===== src/rtl/bias_loader.sv =====
// ============================================================================
// Module   : bias_loader
// Purpose  : Run-time loader for the per-layer CNN bias table. Accepts
//            N_CH*N_LAYER bias words over a valid/ready stream after a start
//            pulse, then drives the selected layer's biases as one
//            registered wide bus.
// Options  : define BIAS_CHECKSUM_EN to add a 16-bit running checksum output.
// Revision : 1.0 - initial release
// ============================================================================
`default_nettype none

// Word width and layer codes normally come from num_data.v and
// state_layer_data.v; these fallbacks apply only when those are absent.
`ifndef DATA_LEN
`define DATA_LEN 16
`endif
`ifndef LAYER0
`define LAYER0 4'd0
`endif
`ifndef LAYER1
`define LAYER1 4'd1
`endif
`ifndef LAYER2
`define LAYER2 4'd2
`endif
`ifndef LAYER3
`define LAYER3 4'd3
`endif
`ifndef AFFINE
`define AFFINE 4'd4
`endif

module bias_loader #(
  parameter int N_CH    = 32,
  parameter int N_LAYER = 5
) (
  input  logic                        clk,
  input  logic                        rst_n,
  input  logic                        start,
  input  logic                        in_valid,
  output logic                        in_ready,
  input  logic [`DATA_LEN-1:0]        in_data,
  input  logic [3:0]                  cs_layer,
  output logic [N_CH*`DATA_LEN-1:0]   bias_out,
  output logic                        busy,
  output logic                        done,
`ifdef BIAS_CHECKSUM_EN
  output logic [15:0]                 checksum,
`endif
  output logic                        loaded
);

  localparam int W      = `DATA_LEN;
  localparam int DEPTH  = N_CH * N_LAYER;
  localparam int ADDR_W = 8;
  localparam int LIDX_W = 3;
  localparam logic [ADDR_W-1:0] C_LAST = ADDR_W'(DEPTH - 1);

  typedef enum logic [1:0] {
    S_IDLE = 2'd0,
    S_LOAD = 2'd1,
    S_DONE = 2'd2
  } state_t;

  state_t              state_q;
  logic [ADDR_W-1:0]   addr_q;
  logic                in_ready_q;
  logic                busy_q;
  logic                done_q;
  logic                loaded_q;
  logic [N_CH*W-1:0]   bias_out_q;
  logic [W-1:0]        mem_q [DEPTH];

  logic                w_acc;
  logic                w_layer_vld;
  logic [LIDX_W-1:0]   w_layer_idx;
  logic [ADDR_W-1:0]   w_rd_base;

  // in_ready is only ever high in LOAD, so it alone qualifies acceptance.
  assign w_acc = in_valid & in_ready_q;

  // Control FSM with registered handshake/status outputs.
  always_ff @(posedge clk or negedge rst_n) begin
    if (!rst_n) begin
      state_q    <= S_IDLE;
      addr_q     <= '0;
      in_ready_q <= 1'b0;
      busy_q     <= 1'b0;
      done_q     <= 1'b0;
      loaded_q   <= 1'b0;
    end else begin
      case (state_q)
        S_IDLE: begin
          done_q <= 1'b0;
          if (start) begin
            state_q    <= S_LOAD;
            addr_q     <= '0;
            in_ready_q <= 1'b1;
            busy_q     <= 1'b1;
            loaded_q   <= 1'b0;
          end
        end
        S_LOAD: begin
          if (w_acc) begin
            addr_q <= addr_q + 1'b1;
            if (addr_q == C_LAST) begin
              state_q    <= S_DONE;
              in_ready_q <= 1'b0;
              busy_q     <= 1'b0;
              done_q     <= 1'b1;
              loaded_q   <= 1'b1;
            end
          end
        end
        S_DONE: begin
          state_q <= S_IDLE;
          done_q  <= 1'b0;
        end
        default: begin
          state_q    <= S_IDLE;
          in_ready_q <= 1'b0;
          busy_q     <= 1'b0;
          done_q     <= 1'b0;
        end
      endcase
    end
  end

  // Bias table write port; storage is deliberately not reset.
  always_ff @(posedge clk) begin
    if (w_acc) mem_q[addr_q] <= in_data;
  end

  // Decode the layer code into a table row; unknown codes flag as invalid.
  always_comb begin
    w_layer_vld = 1'b1;
    w_layer_idx = '0;
    case (cs_layer)
      `LAYER0: w_layer_idx = LIDX_W'(0);
      `LAYER1: w_layer_idx = LIDX_W'(1);
      `LAYER2: w_layer_idx = LIDX_W'(2);
      `LAYER3: w_layer_idx = LIDX_W'(3);
      `AFFINE: w_layer_idx = LIDX_W'(4);
      default: w_layer_vld = 1'b0;
    endcase
    w_rd_base = ADDR_W'(32'(w_layer_idx) * N_CH);
  end

  // Registered read of the selected row; a same-edge write is seen next edge.
  always_ff @(posedge clk or negedge rst_n) begin
    if (!rst_n) begin
      bias_out_q <= '0;
    end else if (w_layer_vld) begin
      for (int i = 0; i < N_CH; i++) begin
        bias_out_q[i*W +: W] <= mem_q[w_rd_base + ADDR_W'(i)];
      end
    end
  end

  assign in_ready = in_ready_q;
  assign busy     = busy_q;
  assign done     = done_q;
  assign loaded   = loaded_q;
  assign bias_out = bias_out_q;

`ifdef BIAS_CHECKSUM_EN
  logic [15:0] csum_q;
  logic [15:0] csum_d;

  // Running sum of accepted words, restarted on each new load.
  always_comb begin
    csum_d = csum_q;
    if (state_q == S_IDLE && start) csum_d = '0;
    else if (w_acc)                 csum_d = csum_q + 16'(in_data);
  end

  // Checksum accumulator register.
  always_ff @(posedge clk or negedge rst_n) begin
    if (!rst_n) csum_q <= '0;
    else        csum_q <= csum_d;
  end

  assign checksum = csum_q;
`endif

endmodule

`default_nettype wire


===== config.mk =====
export PLATFORM = sky130hd
export DESIGN_NAME = bias_loader
export DESIGN_NICKNAME = d
export VERILOG_FILES = /design/src/rtl/bias_loader.sv
export SDC_FILE = /design/constraint.sdc
export NUM_CORES = 2
export LEC_CHECK = 0
export ABC_AREA = 1
export CAP_MARGIN = 20
export CORE_UTILIZATION = 55
export DETAILED_ROUTE_END_ITERATION = 10
export HOLD_SLACK_MARGIN = 0.06
export PLACE_DENSITY = 0.76
export SLEW_MARGIN = 20
export SYNTH_ARGS = -nofsm -noshare
export SYNTH_HDL_FRONTEND = slang
export SYNTH_SLANG_ARGS = --single-unit

===== constraint.sdc =====
create_clock -name clk -period 2.35 [get_ports clk]
set_clock_uncertainty 0.1 [all_clocks]
set_input_delay 0.47 -clock clk [delete_from_list [all_inputs] [get_ports clk]]
set_output_delay 0.47 -clock clk [all_outputs]
set_load 0.03 [all_outputs]

==> metrics.txt <==
# TYPE chip_impl_metric gauge
chip_impl_metric{name="min_path_cells",unit=""} 7
chip_impl_info{name="run_status",value="complete, no violations"} 1
chip_impl_info{name="worst_path_max_delay_cell",value="sky130_fd_sc_hd__dfrtp_1"} 1
chip_impl_metric{name="gp_congestion",unit=""} 0.875
chip_impl_metric{name="final_critical_path_setup_slack",unit="ns"} 0.0285
chip_impl_info{name="synth_most_common_cell",value="sky130_fd_sc_hd__nand2_1"} 1
chip_impl_metric{name="finalHoldViolCount",unit=""} 0
chip_impl_metric{name="fin_cells",unit=""} 15914
chip_impl_metric{name="die_y",unit="um"} 483
chip_impl_metric{name="max-vdd-ir-drop",unit="mV"} 0.647
chip_impl_metric{name="path_max_fanout",unit=""} 2
chip_impl_info{name="category_of_cells_accounting_for_the_largest_share_of_critical_path_delay",value="flip-flops"} 1
chip_impl_info{name="critical_path.cell_chain",value="clkdlybuf4s15_2"} 1
chip_impl_info{name="crit-reg2reg-capture",value="mem_q[148][0]$_DFFE_PP_"} 1
chip_impl_metric{name="synthesis_stage_register_bit_count",unit=""} 3085
chip_impl_metric{name="fp.dieArea",unit="mm2"} 0.233
chip_impl_info{name="cp-start-kind",value="flip-flop"} 1
chip_impl_metric{name="synthesis.instances",unit=""} 11751
chip_impl_metric{name="wire_length_of_the_first_global_routing_pass",unit="mm"} 541
chip_impl_info{name="hold_class",value="input port to flip-flop"} 1
chip_impl_metric{name="detailedRoute.firstPassIterationCount",unit=""} 7
chip_impl_metric{name="first_global_vias",unit=""} 88736
chip_impl_metric{name="total_grt_overflow",unit=""} 0
chip_impl_metric{name="hpwl",unit="mm"} 222
chip_impl_metric{name="grt_max_degree",unit=""} 173
chip_impl_info{name="critical_path_endpoint_category",value="output pin"} 1
chip_impl_metric{name="cpPeakStageDelay",unit="ns"} 0.45
chip_impl_metric{name="drc_errors",unit=""} 0
chip_impl_metric{name="placed_cells_incl_taps",unit=""} 15319
chip_impl_info{name="holdPathEnd",value="bias_out[75]$_DFFE_PN0P_"} 1
chip_impl_metric{name="worst-path-buf-inv",unit=""} 1
chip_impl_metric{name="synth.top_cell.area_share",unit=""} 0.605
chip_impl_metric{name="finalSetupViolations",unit=""} 0
chip_impl_metric{name="power.total",unit="W"} 0.123
chip_impl_metric{name="nets_finish",unit=""} 12666
chip_impl_metric{name="cellPowerDensity",unit="mW/mm2"} 807
chip_impl_metric{name="yosysWarnings",unit=""} 0
chip_impl_metric{name="rows",unit=""} 176
chip_impl_metric{name="post-route-period-util",unit=""} 0.988
chip_impl_metric{name="syn_to_final_growth",unit="%"} 20.5
chip_impl_info{name="netlist.top_cell.by_area",value="sky130_fd_sc_hd__edfxtp_1"} 1
chip_impl_metric{name="synth.cell_area",unit="mm2"} 0.127
chip_impl_metric{name="cts-buffers-inserted",unit=""} 324
chip_impl_metric{name="pre_cts_slack",unit="ns"} -0.392
chip_impl_metric{name="die_width",unit="um"} 483
chip_impl_metric{name="fmax",unit="MHz"} 431
chip_impl_metric{name="wirelength_per_cell",unit="um"} 22.7
chip_impl_info{name="cts_tree",value="built"} 1
chip_impl_metric{name="ios",unit=""} 540
chip_impl_metric{name="final_max_slew_viol_count",unit=""} 0
chip_impl_metric{name="critical_path_required",unit="ns"} 1.78
chip_impl_metric{name="start_util",unit=""} 0.553
chip_impl_metric{name="synth-edff-count",unit=""} 2560
chip_impl_metric{name="placement.io_buffers",unit=""} 539
chip_impl_metric{name="cellLeakagePower",unit="nW"} 63.8
chip_impl_metric{name="cts_sinks",unit=""} 3085
chip_impl_metric{name="layout-drive-gt1-share",unit=""} 0.109
chip_impl_metric{name="synth_seq_area_share",unit=""} 0.709
chip_impl_metric{name="critical_path_at",unit="ns"} 1.75
chip_impl_info{name="synth_top_cells_by_area",value="sky130_fd_sc_hd__edfxtp_1 (61%), sky130_fd_sc_hd__dfrtp_1 (10%), sky130_fd_sc_hd__nand2_1 (7.7%)"} 1
chip_impl_metric{name="register_to_register_path_depth",unit=""} 7
chip_impl_metric{name="grt_antenna_before_repair",unit=""} 17
chip_impl_metric{name="groute.usage.overall",unit=""} 0.310
chip_impl_info{name="crit_start",value="bias_out[306]$_DFFE_PN0P_"} 1
chip_impl_metric{name="maxCapViolCount",unit=""} 0
chip_impl_metric{name="drtIter0Drc",unit=""} 11363
chip_impl_metric{name="synth.avg_cell_area",unit="um2"} 10.8
chip_impl_metric{name="postRouteAntennaNets",unit=""} 0
chip_impl_metric{name="number_of_distinct_standard_cells_referenced_by_the_synthesized_netlist",unit=""} 24
chip_impl_metric{name="finalWirelength",unit="mm"} 362
chip_impl_metric{name="worst_slew_pin_slew",unit="ns"} 0.950
chip_impl_info{name="synthTopCellsByCount",value="sky130_fd_sc_hd__nand2_1 (2613), sky130_fd_sc_hd__edfxtp_1 (2560), sky130_fd_sc_hd__nor2_1 (2223)"} 1
chip_impl_metric{name="maxSlewHeadroom",unit=""} 0.367
chip_impl_metric{name="n_fill_cell",unit=""} 15835
chip_impl_metric{name="insertion_delay",unit="ns"} 0.97
chip_impl_info{name="hold_path_startpoint",value="cs_layer[0]"} 1
chip_impl_info{name="ys.flop_type",value="sky130_fd_sc_hd__edfxtp_1"} 1
chip_impl_metric{name="synthesized_net_count",unit=""} 11779
chip_impl_metric{name="dr_total_vias",unit=""} 90039
chip_impl_metric{name="drt-vias-per-instance",unit=""} 5.66
chip_impl_info{name="cts-root-buf",value="sky130_fd_sc_hd__clkbuf_16"} 1
chip_impl_metric{name="layout_min_cycle_time",unit="ns"} 2.32
chip_impl_metric{name="clk_path_buf_depth",unit=""} 4
chip_impl_info{name="path_class",value="flip-flop to output pin"} 1
chip_impl_metric{name="asyncSetResetFlopFracSynth",unit=""} 0.170
chip_impl_info{name="crit-reg2reg-launch",value="addr_q[5]$_DFFE_PN0P_"} 1
chip_impl_metric{name="worst-r2r-setup-slack",unit="ns"} 0.06
chip_impl_metric{name="clkSlewWorstSetupHoldPaths",unit="ns"} 0.06
chip_impl_metric{name="htree_num_levels",unit=""} 5
chip_impl_metric{name="fp.coreArea",unit="mm2"} 0.230
-- logic make-up (layout without fill, tap and decap cells) --
family          Yosys count  after routing  share of synthesized area
other cells               0              6                          0
compound gates           12             12                   0.000522
simple gates           6905           6905                      0.235
flops                  3085           3085                      0.709
fa+ha+maj                 4              4                   0.000394
buf+inv                1745           2876                     0.0558
-- power breakdown --
group / total, W / internal [W] / switching (W)
Sequential: 0.0616 / 0.0605 / 0.00111
Clock: 0.0499 / 0.0291 / 0.0209
Combinational: 0.0119 / 0.00361 / 0.00826
-- metal layers --
| metal | vias up | GRT usage | part of all wire |
|---|---|---|---|
| li1 | 40442 | - | - |
| met1 | 43598 | 0.411 | 0.38 |
| met2 | 5153 | 0.499 | 0.48 |
| met3 | 840 | 0.0516 | 0.098 |
| met4 | 6 | 0.155 | 0.051 |
| met5 | - | 0 | 0.00011 |
-- layout make-up --
cell class | count | area [um2] | area share
sequential | 3085 | 90000 | 0.588
multi-input combinational | 6921 | 30000 | 0.196
timing repair buffer | 1253 | 14900 | 0.0976
clock buffer | 454 | 9260 | 0.0605
inverter | 1053 | 3950 | 0.0258
tap | 3026 | 3790 | 0.0247
clock inverter | 116 | 1010 | 0.00657
antenna | 6 | 15.0 | 0.0000981
-- tightest hold or removal path, stage by stage --
cell	delay, ns
sky130_fd_sc_hd__buf_8	0.14
sky130_fd_sc_hd__buf_4	0.21
sky130_fd_sc_hd__nand3b_1	0.10
sky130_fd_sc_hd__nand2_1	0.05
sky130_fd_sc_hd__nand3_1	0.07
sky130_fd_sc_hd__nand2_1	0.06
sky130_fd_sc_hd__nand2_1	0.06
-- worst max-delay path by stage --
stage	end	slack (ns)	cells past startpoint
3_5_place_dp	bias_out[192]$_DFFE_PN0P_	-0.39	10
2_1_floorplan	mem_q[97][0]$_DFFE_PP_	0.003	4
5_1_grt	bias_out[455]	-0.0003	1
3_3_place_gp	mem_q[102][3]$_DFFE_PP_	-0.40	7
6_report	bias_out[306]	0.03	1
4_1_cts	bias_out[87]	0.00007	1
-- through the flow --
step | TNS (ns) | area [um2] | util | hold WS, ns
3_3_place_gp | -376.88 | 143000 | 0.621 | 0.333
2_1_floorplan | 0 | 127000 | - | 0.0744
5_1_grt | -0.000555 | 153000 | 0.666 | 0.181
4_1_cts | 0 | 153000 | 0.666 | 0.111
3_5_place_dp | -374.26 | 143000 | 0.621 | 0.333
6_report | 0 | 153000 | 0.666 | 0.155
-- cells in the final DEF (no fill, tap or decap), types with 7 or more instances in the layout --
master / count
sky130_fd_sc_hd__clkbuf_1: 81
sky130_fd_sc_hd__clkdlybuf4s15_1: 144
sky130_fd_sc_hd__bufinv_16: 15
sky130_fd_sc_hd__buf_12: 348
sky130_fd_sc_hd__nand2_1: 2611
sky130_fd_sc_hd__buf_2: 30
sky130_fd_sc_hd__clkbuf_2: 10
sky130_fd_sc_hd__dlygate4sd2_1: 178
sky130_fd_sc_hd__nand3b_1: 512
sky130_fd_sc_hd__clkdlybuf4s15_2: 149
sky130_fd_sc_hd__o21ai_0: 7
sky130_fd_sc_hd__clkinv_1: 37
sky130_fd_sc_hd__dlygate4sd3_1: 17
sky130_fd_sc_hd__nand4_1: 7
sky130_fd_sc_hd__clkbuf_8: 34
sky130_fd_sc_hd__dfrtp_2: 23
sky130_fd_sc_hd__inv_1: 1051
sky130_fd_sc_hd__buf_4: 351
sky130_fd_sc_hd__clkinv_2: 40
sky130_fd_sc_hd__nor2_2: 10
sky130_fd_sc_hd__edfxtp_1: 2560
sky130_fd_sc_hd__nor2_1: 2214
sky130_fd_sc_hd__nand3_1: 1541
sky130_fd_sc_hd__clkbuf_16: 339
sky130_fd_sc_hd__dfrtp_1: 502
sky130_fd_sc_hd__clkinvlp_4: 11
sky130_fd_sc_hd__buf_6: 16
-- registers in the layout (all words and copies together) (netlist names) --
name / count
done: 1
busy: 1
state_q: 2
addr_q: 8
mem_q: 2560
bias_out: 512
loaded: 1
-- repair_timing --
item | CTS | global route
hold endpoints to repair | 1376 | 0
setup endpoints to repair | 659 | 199
hold buffers | 18 | 0
pin swaps | 0 | 0
resized for setup | 1109 | 33
buffers inserted | 1 | 0
(Power assumes the default switching activity.)
